<file path="src/rtl/fp_bist_pkg.sv">
`default_nettype none
// +----------------------------------------------------------------------------+
// | Package     : fp_bist_pkg                                                   |
// | Description : Shared constants for the floating-point add/sub self-test   |
// |               sequencer: FSM state encoding, test-vector field offsets    |
// |               and the adder opcode constants.                              |
// | Revision    : 1.0  initial release                                          |
// +----------------------------------------------------------------------------+
package fp_bist_pkg;

  // FSM state encoding (3-bit, IDLE=0 .. DONE=5).
  localparam logic [2:0] ST_IDLE   = 3'd0;
  localparam logic [2:0] ST_FETCH  = 3'd1;
  localparam logic [2:0] ST_LOAD   = 3'd2;
  localparam logic [2:0] ST_SETTLE = 3'd3;
  localparam logic [2:0] ST_CHECK  = 3'd4;
  localparam logic [2:0] ST_DONE   = 3'd5;

  // Vector layout {a, b, expected}; each field is 32 bits wide below its MSB.
  localparam int A_MSB   = 95;
  localparam int B_MSB   = 63;
  localparam int EXP_MSB = 31;

  // Opcode shared with the adder wrapper.
  localparam logic ADD = 1'b0;
  localparam logic SUB = 1'b1;

endpackage : fp_bist_pkg
`default_nettype wire

</file>
<file path="src/rtl/fp_bist_sat_counter.sv">
`default_nettype none
// +----------------------------------------------------------------------------+
// | Module      : fp_bist_sat_counter                                           |
// | Description : Saturating up-counter used for the pass/fail tallies.        |
// |               Synchronous clear has priority over increment; the count     |
// |               sticks at all-ones instead of wrapping.                      |
// | Revision    : 1.0  initial release                                          |
// | Ports       : clk, rst_n (sync, active low), clr, inc, count[CNT_W-1:0]    |
// +----------------------------------------------------------------------------+
module fp_bist_sat_counter #(
  parameter int CNT_W = 17
) (
  input  logic             clk,
  input  logic             rst_n,
  input  logic             clr,
  input  logic             inc,
  output logic [CNT_W-1:0] count
);

  logic [CNT_W-1:0] count_q;
  logic [CNT_W-1:0] count_d;

  always_comb begin
    count_d = count_q;
    if (clr) begin
      count_d = '0;
    end else if (inc && (count_q != {CNT_W{1'b1}})) begin
      count_d = count_q + 1'b1;
    end
  end

  always_ff @(posedge clk) begin
    if (!rst_n) begin
      count_q <= '0;
    end else begin
      count_q <= count_d;
    end
  end

  assign count = count_q;

endmodule : fp_bist_sat_counter
`default_nettype wire

</file>
<file path="src/rtl/fp_addsub_bist.sv">
`default_nettype none
// +----------------------------------------------------------------------------+
// | Module      : fp_addsub_bist                                                |
// | Description : Self-test sequencer for the combinational FP add/sub unit.   |
// |               Reads {a, b, expected} vectors from a synchronous ROM,       |
// |               drives the adder, waits SETTLE cycles, compares              |
// |               result[31:CMP_LSB] and tallies pass/fail counts.             |
// | Revision    : 1.0  initial release                                          |
// | Ports       : clk, rst_n (sync, active low), start (pulse)                 |
// |               vec_addr/vec_rd -> ROM, vec_data <- ROM (1-cycle latency)    |
// |               a_operand/b_operand/AddBar_Sub -> adder, result <- adder     |
// |               busy, done (sticky), pass_count, fail_count                  |
// | Options     : `define FP_BIST_FAIL_LOG_EN adds first_fail_valid/idx/exp/got|
// |               which capture the first failing vector of each run.          |
// +----------------------------------------------------------------------------+
module fp_addsub_bist
  import fp_bist_pkg::*;
#(
  parameter int N_TESTS = 100000,
  parameter int ADDR_W  = 17,
  parameter int CNT_W   = 17,
  parameter int SETTLE  = 1,
  parameter int CMP_LSB = 11
) (
  input  logic              clk,
  input  logic              rst_n,
  input  logic              start,
  output logic [ADDR_W-1:0] vec_addr,
  output logic              vec_rd,
  input  logic [95:0]       vec_data,
  output logic [31:0]       a_operand,
  output logic [31:0]       b_operand,
  output logic              AddBar_Sub,
  input  logic [31:0]       result,
  output logic              busy,
  output logic              done,
  output logic [CNT_W-1:0]  pass_count,
  output logic [CNT_W-1:0]  fail_count
`ifdef FP_BIST_FAIL_LOG_EN
  ,
  output logic              first_fail_valid,
  output logic [ADDR_W-1:0] first_fail_idx,
  output logic [31:0]       first_fail_exp,
  output logic [31:0]       first_fail_got
`endif
);

  localparam logic [ADDR_W-1:0] LAST_IDX    = ADDR_W'(N_TESTS - 1);
  localparam logic [3:0]        SETTLE_LOAD = 4'(SETTLE - 1);
  // Ones on the compared bits only; the low mantissa bits are don't-care.
  localparam logic [31:0]       CMP_MASK    = ~((32'd1 << CMP_LSB) - 32'd1);

  logic [2:0]        state_q, state_d;
  logic [ADDR_W-1:0] idx_q, idx_d;
  logic [31:0]       a_operand_q, a_operand_d;
  logic [31:0]       b_operand_q, b_operand_d;
  logic [31:0]       exp_q, exp_d;
  logic [3:0]        settle_q, settle_d;
  logic              busy_q, busy_d;
  logic              done_q, done_d;

  logic              cnt_clr;
  logic              pass_inc;
  logic              fail_inc;
  logic              match;

`ifdef FP_BIST_FAIL_LOG_EN
  logic              ff_valid_q, ff_valid_d;
  logic [ADDR_W-1:0] ff_idx_q, ff_idx_d;
  logic [31:0]       ff_exp_q, ff_exp_d;
  logic [31:0]       ff_got_q, ff_got_d;
`endif

  // XOR-and-mask keeps every result bit in the expression while only the
  // upper bits decide the outcome.
  assign match = (((result ^ exp_q) & CMP_MASK) == 32'd0);

  // State register (all sequencer flops).
  always_ff @(posedge clk) begin
    if (!rst_n) begin
      state_q     <= ST_IDLE;
      idx_q       <= '0;
      a_operand_q <= '0;
      b_operand_q <= '0;
      exp_q       <= '0;
      settle_q    <= '0;
      busy_q      <= 1'b0;
      done_q      <= 1'b0;
`ifdef FP_BIST_FAIL_LOG_EN
      ff_valid_q  <= 1'b0;
      ff_idx_q    <= '0;
      ff_exp_q    <= '0;
      ff_got_q    <= '0;
`endif
    end else begin
      state_q     <= state_d;
      idx_q       <= idx_d;
      a_operand_q <= a_operand_d;
      b_operand_q <= b_operand_d;
      exp_q       <= exp_d;
      settle_q    <= settle_d;
      busy_q      <= busy_d;
      done_q      <= done_d;
`ifdef FP_BIST_FAIL_LOG_EN
      ff_valid_q  <= ff_valid_d;
      ff_idx_q    <= ff_idx_d;
      ff_exp_q    <= ff_exp_d;
      ff_got_q    <= ff_got_d;
`endif
    end
  end

  // Next-state and datapath logic.
  always_comb begin
    state_d     = state_q;
    idx_d       = idx_q;
    a_operand_d = a_operand_q;
    b_operand_d = b_operand_q;
    exp_d       = exp_q;
    settle_d    = settle_q;
    busy_d      = busy_q;
    done_d      = done_q;
    cnt_clr     = 1'b0;
    pass_inc    = 1'b0;
    fail_inc    = 1'b0;
`ifdef FP_BIST_FAIL_LOG_EN
    ff_valid_d  = ff_valid_q;
    ff_idx_d    = ff_idx_q;
    ff_exp_d    = ff_exp_q;
    ff_got_d    = ff_got_q;
`endif
    case (state_q)
      // start is only looked at here, which is why it is ignored while busy.
      ST_IDLE, ST_DONE: begin
        if (start) begin
          cnt_clr = 1'b1;
          idx_d   = '0;
          done_d  = 1'b0;
          busy_d  = 1'b1;
          state_d = ST_FETCH;
`ifdef FP_BIST_FAIL_LOG_EN
          ff_valid_d = 1'b0;
          ff_idx_d   = '0;
          ff_exp_d   = '0;
          ff_got_d   = '0;
`endif
        end
      end
      ST_FETCH: begin
        state_d = ST_LOAD;
      end
      ST_LOAD: begin
        a_operand_d = vec_data[A_MSB -: 32];
        b_operand_d = vec_data[B_MSB -: 32];
        exp_d       = vec_data[EXP_MSB -: 32];
        settle_d    = SETTLE_LOAD;
        state_d     = ST_SETTLE;
      end
      ST_SETTLE: begin
        if (settle_q == 4'd0) begin
          state_d = ST_CHECK;
        end else begin
          settle_d = settle_q - 4'd1;
        end
      end
      ST_CHECK: begin
        pass_inc = match;
        fail_inc = ~match;
`ifdef FP_BIST_FAIL_LOG_EN
        if (!match && !ff_valid_q) begin
          ff_valid_d = 1'b1;
          ff_idx_d   = idx_q;
          ff_exp_d   = exp_q;
          ff_got_d   = result;
        end
`endif
        if (idx_q == LAST_IDX) begin
          busy_d  = 1'b0;
          done_d  = 1'b1;
          state_d = ST_DONE;
        end else begin
          idx_d   = idx_q + 1'b1;
          state_d = ST_FETCH;
        end
      end
      default: begin
        state_d = ST_IDLE;
      end
    endcase
  end

  // Outputs decoded from state. idx only moves on entry to FETCH, so
  // vec_addr naturally holds between reads.
  always_comb begin
    vec_rd     = (state_q == ST_FETCH);
    vec_addr   = idx_q;
    AddBar_Sub = ADD;
  end

  fp_bist_sat_counter #(.CNT_W(CNT_W)) u_pass_cnt (
    .clk   (clk),
    .rst_n (rst_n),
    .clr   (cnt_clr),
    .inc   (pass_inc),
    .count (pass_count)
  );

  fp_bist_sat_counter #(.CNT_W(CNT_W)) u_fail_cnt (
    .clk   (clk),
    .rst_n (rst_n),
    .clr   (cnt_clr),
    .inc   (fail_inc),
    .count (fail_count)
  );

  assign a_operand = a_operand_q;
  assign b_operand = b_operand_q;
  assign busy      = busy_q;
  assign done      = done_q;

`ifdef FP_BIST_FAIL_LOG_EN
  assign first_fail_valid = ff_valid_q;
  assign first_fail_idx   = ff_idx_q;
  assign first_fail_exp   = ff_exp_q;
  assign first_fail_got   = ff_got_q;
`endif

endmodule : fp_addsub_bist
`default_nettype wire

</file>
<file path="config.mk">
export PLATFORM = sky130hd
export DESIGN_NAME = fp_addsub_bist
export DESIGN_NICKNAME = d
export VERILOG_FILES = /design/src/rtl/fp_bist_pkg.sv /design/src/rtl/fp_bist_sat_counter.sv /design/src/rtl/fp_addsub_bist.sv
export SDC_FILE = /design/constraint.sdc
export NUM_CORES = 1
export LEC_CHECK = 0
export BUFFER_PORTS_ARGS = -buffer_cell sky130_fd_sc_hd__buf_4
export CAP_MARGIN = 20
export CORE_UTILIZATION = 44
export DETAILED_ROUTE_END_ITERATION = 10
export PLACE_DENSITY_LB_ADDON = 0.25
export SYNTH_ARGS = -nofsm -noshare
export SYNTH_HDL_FRONTEND = slang
export SYNTH_SLANG_ARGS = --single-unit
</file>
<file path="constraint.sdc">
create_clock -name clk -period 2.4 [get_ports clk]
set_clock_uncertainty 0.2 [all_clocks]
set_input_delay 0.12 -clock clk [delete_from_list [all_inputs] [get_ports clk]]
set_output_delay 0.12 -clock clk [all_outputs]
set_load 0.02 [all_outputs]
</file>
Yosys cells after proc, flatten, opt, wreduce, memory -nomap -nowiden
Cells that the tools add are included.
{ "classes": {"add_sub_neg": 4, "n_eq_ne": 13, "n_mux": 19, "bitwise_logic": 3, "n_reduce_logical": 13} }
{ "ops": {"columns": ["operator", "count"], "rows": [
  ["17-bit by 1-bit adder with 17-bit output, second input constant", 3],
  ["17-bit two-way mux", 2],
  ["17-bit != test, second input constant", 2],
  ["17-bit case mux with 2 select lines", 1],
  ["32-bit logical NOT", 1],
  ["32-bit bitwise XOR", 1],
  ["17-bit == test, second input constant", 1],
  ["3-bit case mux with 5 select lines", 1],
  ["2-bit != test, second input constant", 5],
  ["3-bit two-way mux", 3],
  ["1-bit two-way mux", 8],
  ["4-bit case mux with 2 select lines", 1],
  ["3-bit by 2-bit == test with 1-bit output, second input constant", 2],
  ["3-bit == test, second input constant", 2],
  ["3-bit AND reduction", 2],
  ["4-bit logical NOT", 1],
  ["4-bit two-way mux", 1],
  ["1-bit case mux with 2 select lines", 2],
  ["2-bit AND reduction", 2],
  ["2-bit nonzero test", 2],
  ["2-bit OR reduction", 2],
  ["4-bit by 1-bit subtractor with 4-bit output, second input constant", 1],
  ["3-bit by 1-bit == test with 1-bit output, second input constant", 1],
  ["3-bit logical NOT", 1],
  ["other kinds (2)", 4]
]} }
{ "totals": {"reg_bits": 156, "input_bits": 131, "output_inout_bits": 119, "wordCells": 62} }

Depth between registers and ports, before layout
{ "depth": {"word_depth": 5, "mapped_depth": 11, "mapped_depth_nobuf": 10} }

Hierarchy
Synthesis repeated with hierarchy kept, for this count alone.
{ "hier_totals": {"cells_unflattened": 755, "area_unflattened_um2": 6264.8} }
{ "modules_own_cells": {"columns": ["module", "instances", "cells_per_inst", "area_each_um2", "seq_area_each_um2"], "rows": [
  ["fp_addsub_bist", 1, 583, 4663.2, 2222.1],
  ["fp_bist_sat_counter", 2, 86, 800.8, 340.3]
]} }

Worst setup path after synthesis
Ideal clock, no wire load.
{ "synth_timing": {"kind": "register to register", "startpoint": "register u_pass_cnt.count_q[0], in the netlist u_pass_cnt.count[0]", "endpoint": "register u_pass_cnt.count_q[11], in the netlist u_pass_cnt.count[11]", "setup_time_ns": 0.070, "arrival_ns": 2.536, "t_required_ns": 2.130, "path_slack_ns": -0.407, "stages_incl_launch_ff": 12, "path_buffers": 1, "synth_period_minus_slack_ns": 2.807, "path_cell_list": "dfxtp_1 > ha_1 > nand2_1 > nor3_1 > and4_1 > ha_1 > or4b_1 > clkbuf_1 > nor4_2 > inv_1 > or4_1 > a21oi_1"} }
{ "synth_between": {"elab_chain_len": 2, "elab_cells_between_ends": 3, "cone_classes": "add/sub: 1; eq/ne: 1; reduce/logical: 1"} }
{ "synth_lines": {"columns": ["item", "line_no", "text"], "rows": [
  ["from (decl)", "fp_bist_sat_counter.sv:20", "logic [CNT_W-1:0] count_q;"],
  ["from (signal assigned)", "fp_bist_sat_counter.sv:36", "count_q <= count_d;"],
  ["parallel branches: the longest is 2 deep, another holds 17-bit by 1-bit adder with 17-bit output", null, null]
]} }
Parallel ways; which one is timed is not known.
A chain may end at the register's enable or synchronous reset.

Worst setup path after layout
{ "layout_timing": {"startpoint": "register u_pass_cnt.count_q[0], in the netlist u_pass_cnt.count[0]", "endpoint": "register u_pass_cnt.count_q[0], in the netlist u_pass_cnt.count[0]"} }
Same word-level chain as after synthesis.

==> out/qor.csv <==
stage,metric,value,unit
clock_tree,CTS Buf Count,17,
pwr,Int Pwr,5.18,mW
final_layout,cell area after layout,10700,sq um
synth,Yosys cell types,57,
clock_tree,# clock sinks,145,
final_layout,fill cell count,967,
sta,final hold violation count,0,
synth,syn_area_per_cell,7.91,sq um
synth,Seq cells post-synth,145,
placed_design,pre-CTS WS,-210,ps
placed_design,DP Wirelength,12900,um
hold_path,hold path cells,6,
flow_run,Max Cap Viol,0,
clock_tree,CTS H-tree depth,4,
floorplan,area of the die,15300,sq um
setup_path,CP Max Fanout,6,
route,WL/cell,16.3,um
pwr,Switching Share,28.6,%
final_layout,Multi-input gate area,3550,sq um
global_routing,largest net degree at the start of global routing,66,
status,failing checks,setup timing,
synth,Netlist Area Pre-Place,6520,sq um
final_layout,area grow syn2layout,64.6,%
synth,syn_nets,962,
clock_tree,clk_lat worst skew,420,ps
route,DR vias/cell,5.46,
sta,Setup-failing EPs final,14,
sta,worst setup margin,-231,ps
placed_design,I/O Buffers,226,
status,status,finished with violations,
sta,Max Fclk,380,MHz
global_routing,met3 Usage GRT,7.97,%
clock_tree,root buf cell,clkbuf_16,
pwr,Power Total,7.26,mW
global_routing,"Remaining Overflow, GRT",0,
route,final wirelength,22500,um
final_layout,Post-Layout Cell Count,1384,
pwr,combinational share of power,21.5,%
sta,hold slack,116,ps
floorplan,io pins,250,
sta,RSZ-0062 raised after global routing,true,
final_layout,diodes inserted,0,
synth,Synth async-reset ratio,0,%
pwr,VDD IR max,0.758,mV
hold_path,Hold Path Class,in2reg,
floorplan,core area,14500,sq um
pwr,Leak,4.51,nW
global_routing,met1 Resource Use GR,32.0,%
route,iteration count of the initial detailed-routing pass,5,
global_routing,Total Routing Usage GR,28.2,%
sta,Max-slew headroom,57.9,%
synth,Synth Flop Type,dfxtp_1,
placed_design,placed cells,1252,
clock_tree,clock buffer depth,2,
global_routing,first-pass GRT wire length,33700,um
synth,number of synthesized flops with an enable pin,0,
sta,worst-margin pin slew,632,ps
route,Vias,7563,
setup_path,Setup CP Type,reg2reg,
setup_path,critical path endpoint category,register,
global_routing,global route hottest layer,met2,
pwr,PwrDens,677,nW/um^2
floorplan,Die Height,124,um
placed_design,Placed Area,8920,sq um
clock_tree,CTS tree,yes,
synth,synth top area cells,"dfxtp_1 45%, nand2_1 13%, a21oi_1 9.1%, mux2i_1 2.6%, nand4_1 2.6%",
final_layout,Register Area,2930,sq um
pwr,Clk pwr share,41.7,%
setup_path,startpoint types,register,
synth,cell taking the most area after synthesis,dfxtp_1,
synth,area share of the largest cell type after synthesis,44.5,%
floorplan,Starting Density,45.0,%
pwr,Flop pwr share,36.8,%
global_routing,grt met2 use,47.6,%
setup_path,worst r2r path cells,10,
final_layout,most frequent cells in the layout,"304 x buf_4, 220 x nand2_1, 131 x dfxtp_1, 118 x a21oi_1, 88 x dlygate4sd3_1",
final_layout,fin util,74.1,%
final_layout,share of cells above drive strength 1,33.1,%
synth,sequential area share after synthesis,44.5,%
route,Post-DRT Antenna Nets,0,
final_layout,Final nets,1325,
route,DRC viols,0,
floorplan,chip width,124,um
synth,Post-Syn Instances,824,
sta,Tmin final,2630,ps
sta,share of the clock period used by the worst path after layout,110,%
global_routing,vias in the first global route,7081,
setup_path,worst path arrival time,2770,ps
sta,setup tns final,-1430,ps
final_layout,most common library cell in the layout ignoring fill and taps,buf_4,
floorplan,cell row count,44,
route,Iter 0 DRT Violations,612,
placed_design,GPL Wtd Cong,0.868,
setup_path,worst path required time,2540,ps
global_routing,initial antenna violation count,0,
pwr,NetSw,2.08,mW
clock_tree,"Reg clk slew, reported paths",60,ps
sta,Max Transition Viols Final,0,
synth,Ys Warns,0,
[metal layers]
| metal | routed length (um) | up-vias |
|---|---|---|
| li1 | - | 3601 |
| met1 | 8750 | 3550 |
| met2 | 11200 | 330 |
| met3 | 1710 | 82 |
| met4 | 905 | 0 |
| met5 | 0 | - |
[power by group through the flow]
stage / Clock [mW] / Combinational (mW) / Sequential, mW
CTS: 3.05 / 1.48 / 2.66
finish: 3.03 / 1.56 / 2.67
floorplan: 0 / 0.663 / 2.83
global route: 3.16 / 1.67 / 2.69
global placement: 0 / 1.34 / 2.70
detailed placement: 0 / 1.34 / 2.71
[worst paths after layout]
kind                                           from                   to  slack [ps]
worst max-delay path            u_pass_cnt.count[0]  u_pass_cnt.count[0]        -230
worst min-delay path                     result[30]  u_pass_cnt.count[4]         120
worst max register to register  u_pass_cnt.count[0]  u_pass_cnt.count[0]        -230
worst min register to register        b_operand[23]        b_operand[23]         250
[state kept, by name, indices dropped and copies added, names as in the netlist]
signal / cells
exp_q: 21
busy: 1
settle_q: 4
done: 1
u_pass_cnt.count: 17
a_operand: 32
vec_addr: 17
u_fail_cnt.count: 17
state_q: 3
b_operand: 32
[final cells by class]
type	count	area share, %
Timing Repair Buffer	401	30.9
Sequential cell	145	27.3
Clock buffer	18	4.20
Clock inverter	14	2.08
Inverter	7	0.257
Tap cell	184	2.15
Multi-Input combinational cell	615	33.1
[synth_stat cells, drive strengths merged, types with 7 or more instances]
master and number:
nand2 221, dfxtp 145, a21oi 119, clkbuf 43, nor2 31, nand4 27, o21ai 21, nand3 20
xnor2 18, and3 17, mux2i 17, nand2b 17, buf 14, nor3 10, a2111o 8, ha 7
inv 7, nor4 7
[worst max-delay path: stages, from the launching register on]
cell and delay (ps):
dfxtp_4 350, ha_4 170, nand2_4 70, nor3_2 50, and4_1 200, ha_2 180
or4b_4 500, buf_4 160, buf_6 130, or4_1 400, a21oi_1 140
[cells by family (layout without fill, tap and decap cells)]
kind of cell,after synthesis,in the layout,share of synthesized area [%]
simple gates,387,387,28.1
compound gates,179,179,16.0
flops,145,145,44.5
buf+inv,64,440,4.07
xor+xnor,24,24,3.23
mux,17,17,2.61
fa+ha+maj,7,7,1.34
other cells,1,1,0.0575
[timing repair]
action	4_1_cts	5_1_grt
pin swaps	8	16
endpoints found under the setup margin	12	26
gates cloned	0	1
gates resized for setup	13	30
hold buffers	88	0
hold endpoints to repair	92	0
buffers inserted	5	6
Power figures use the tool's default switching activity.
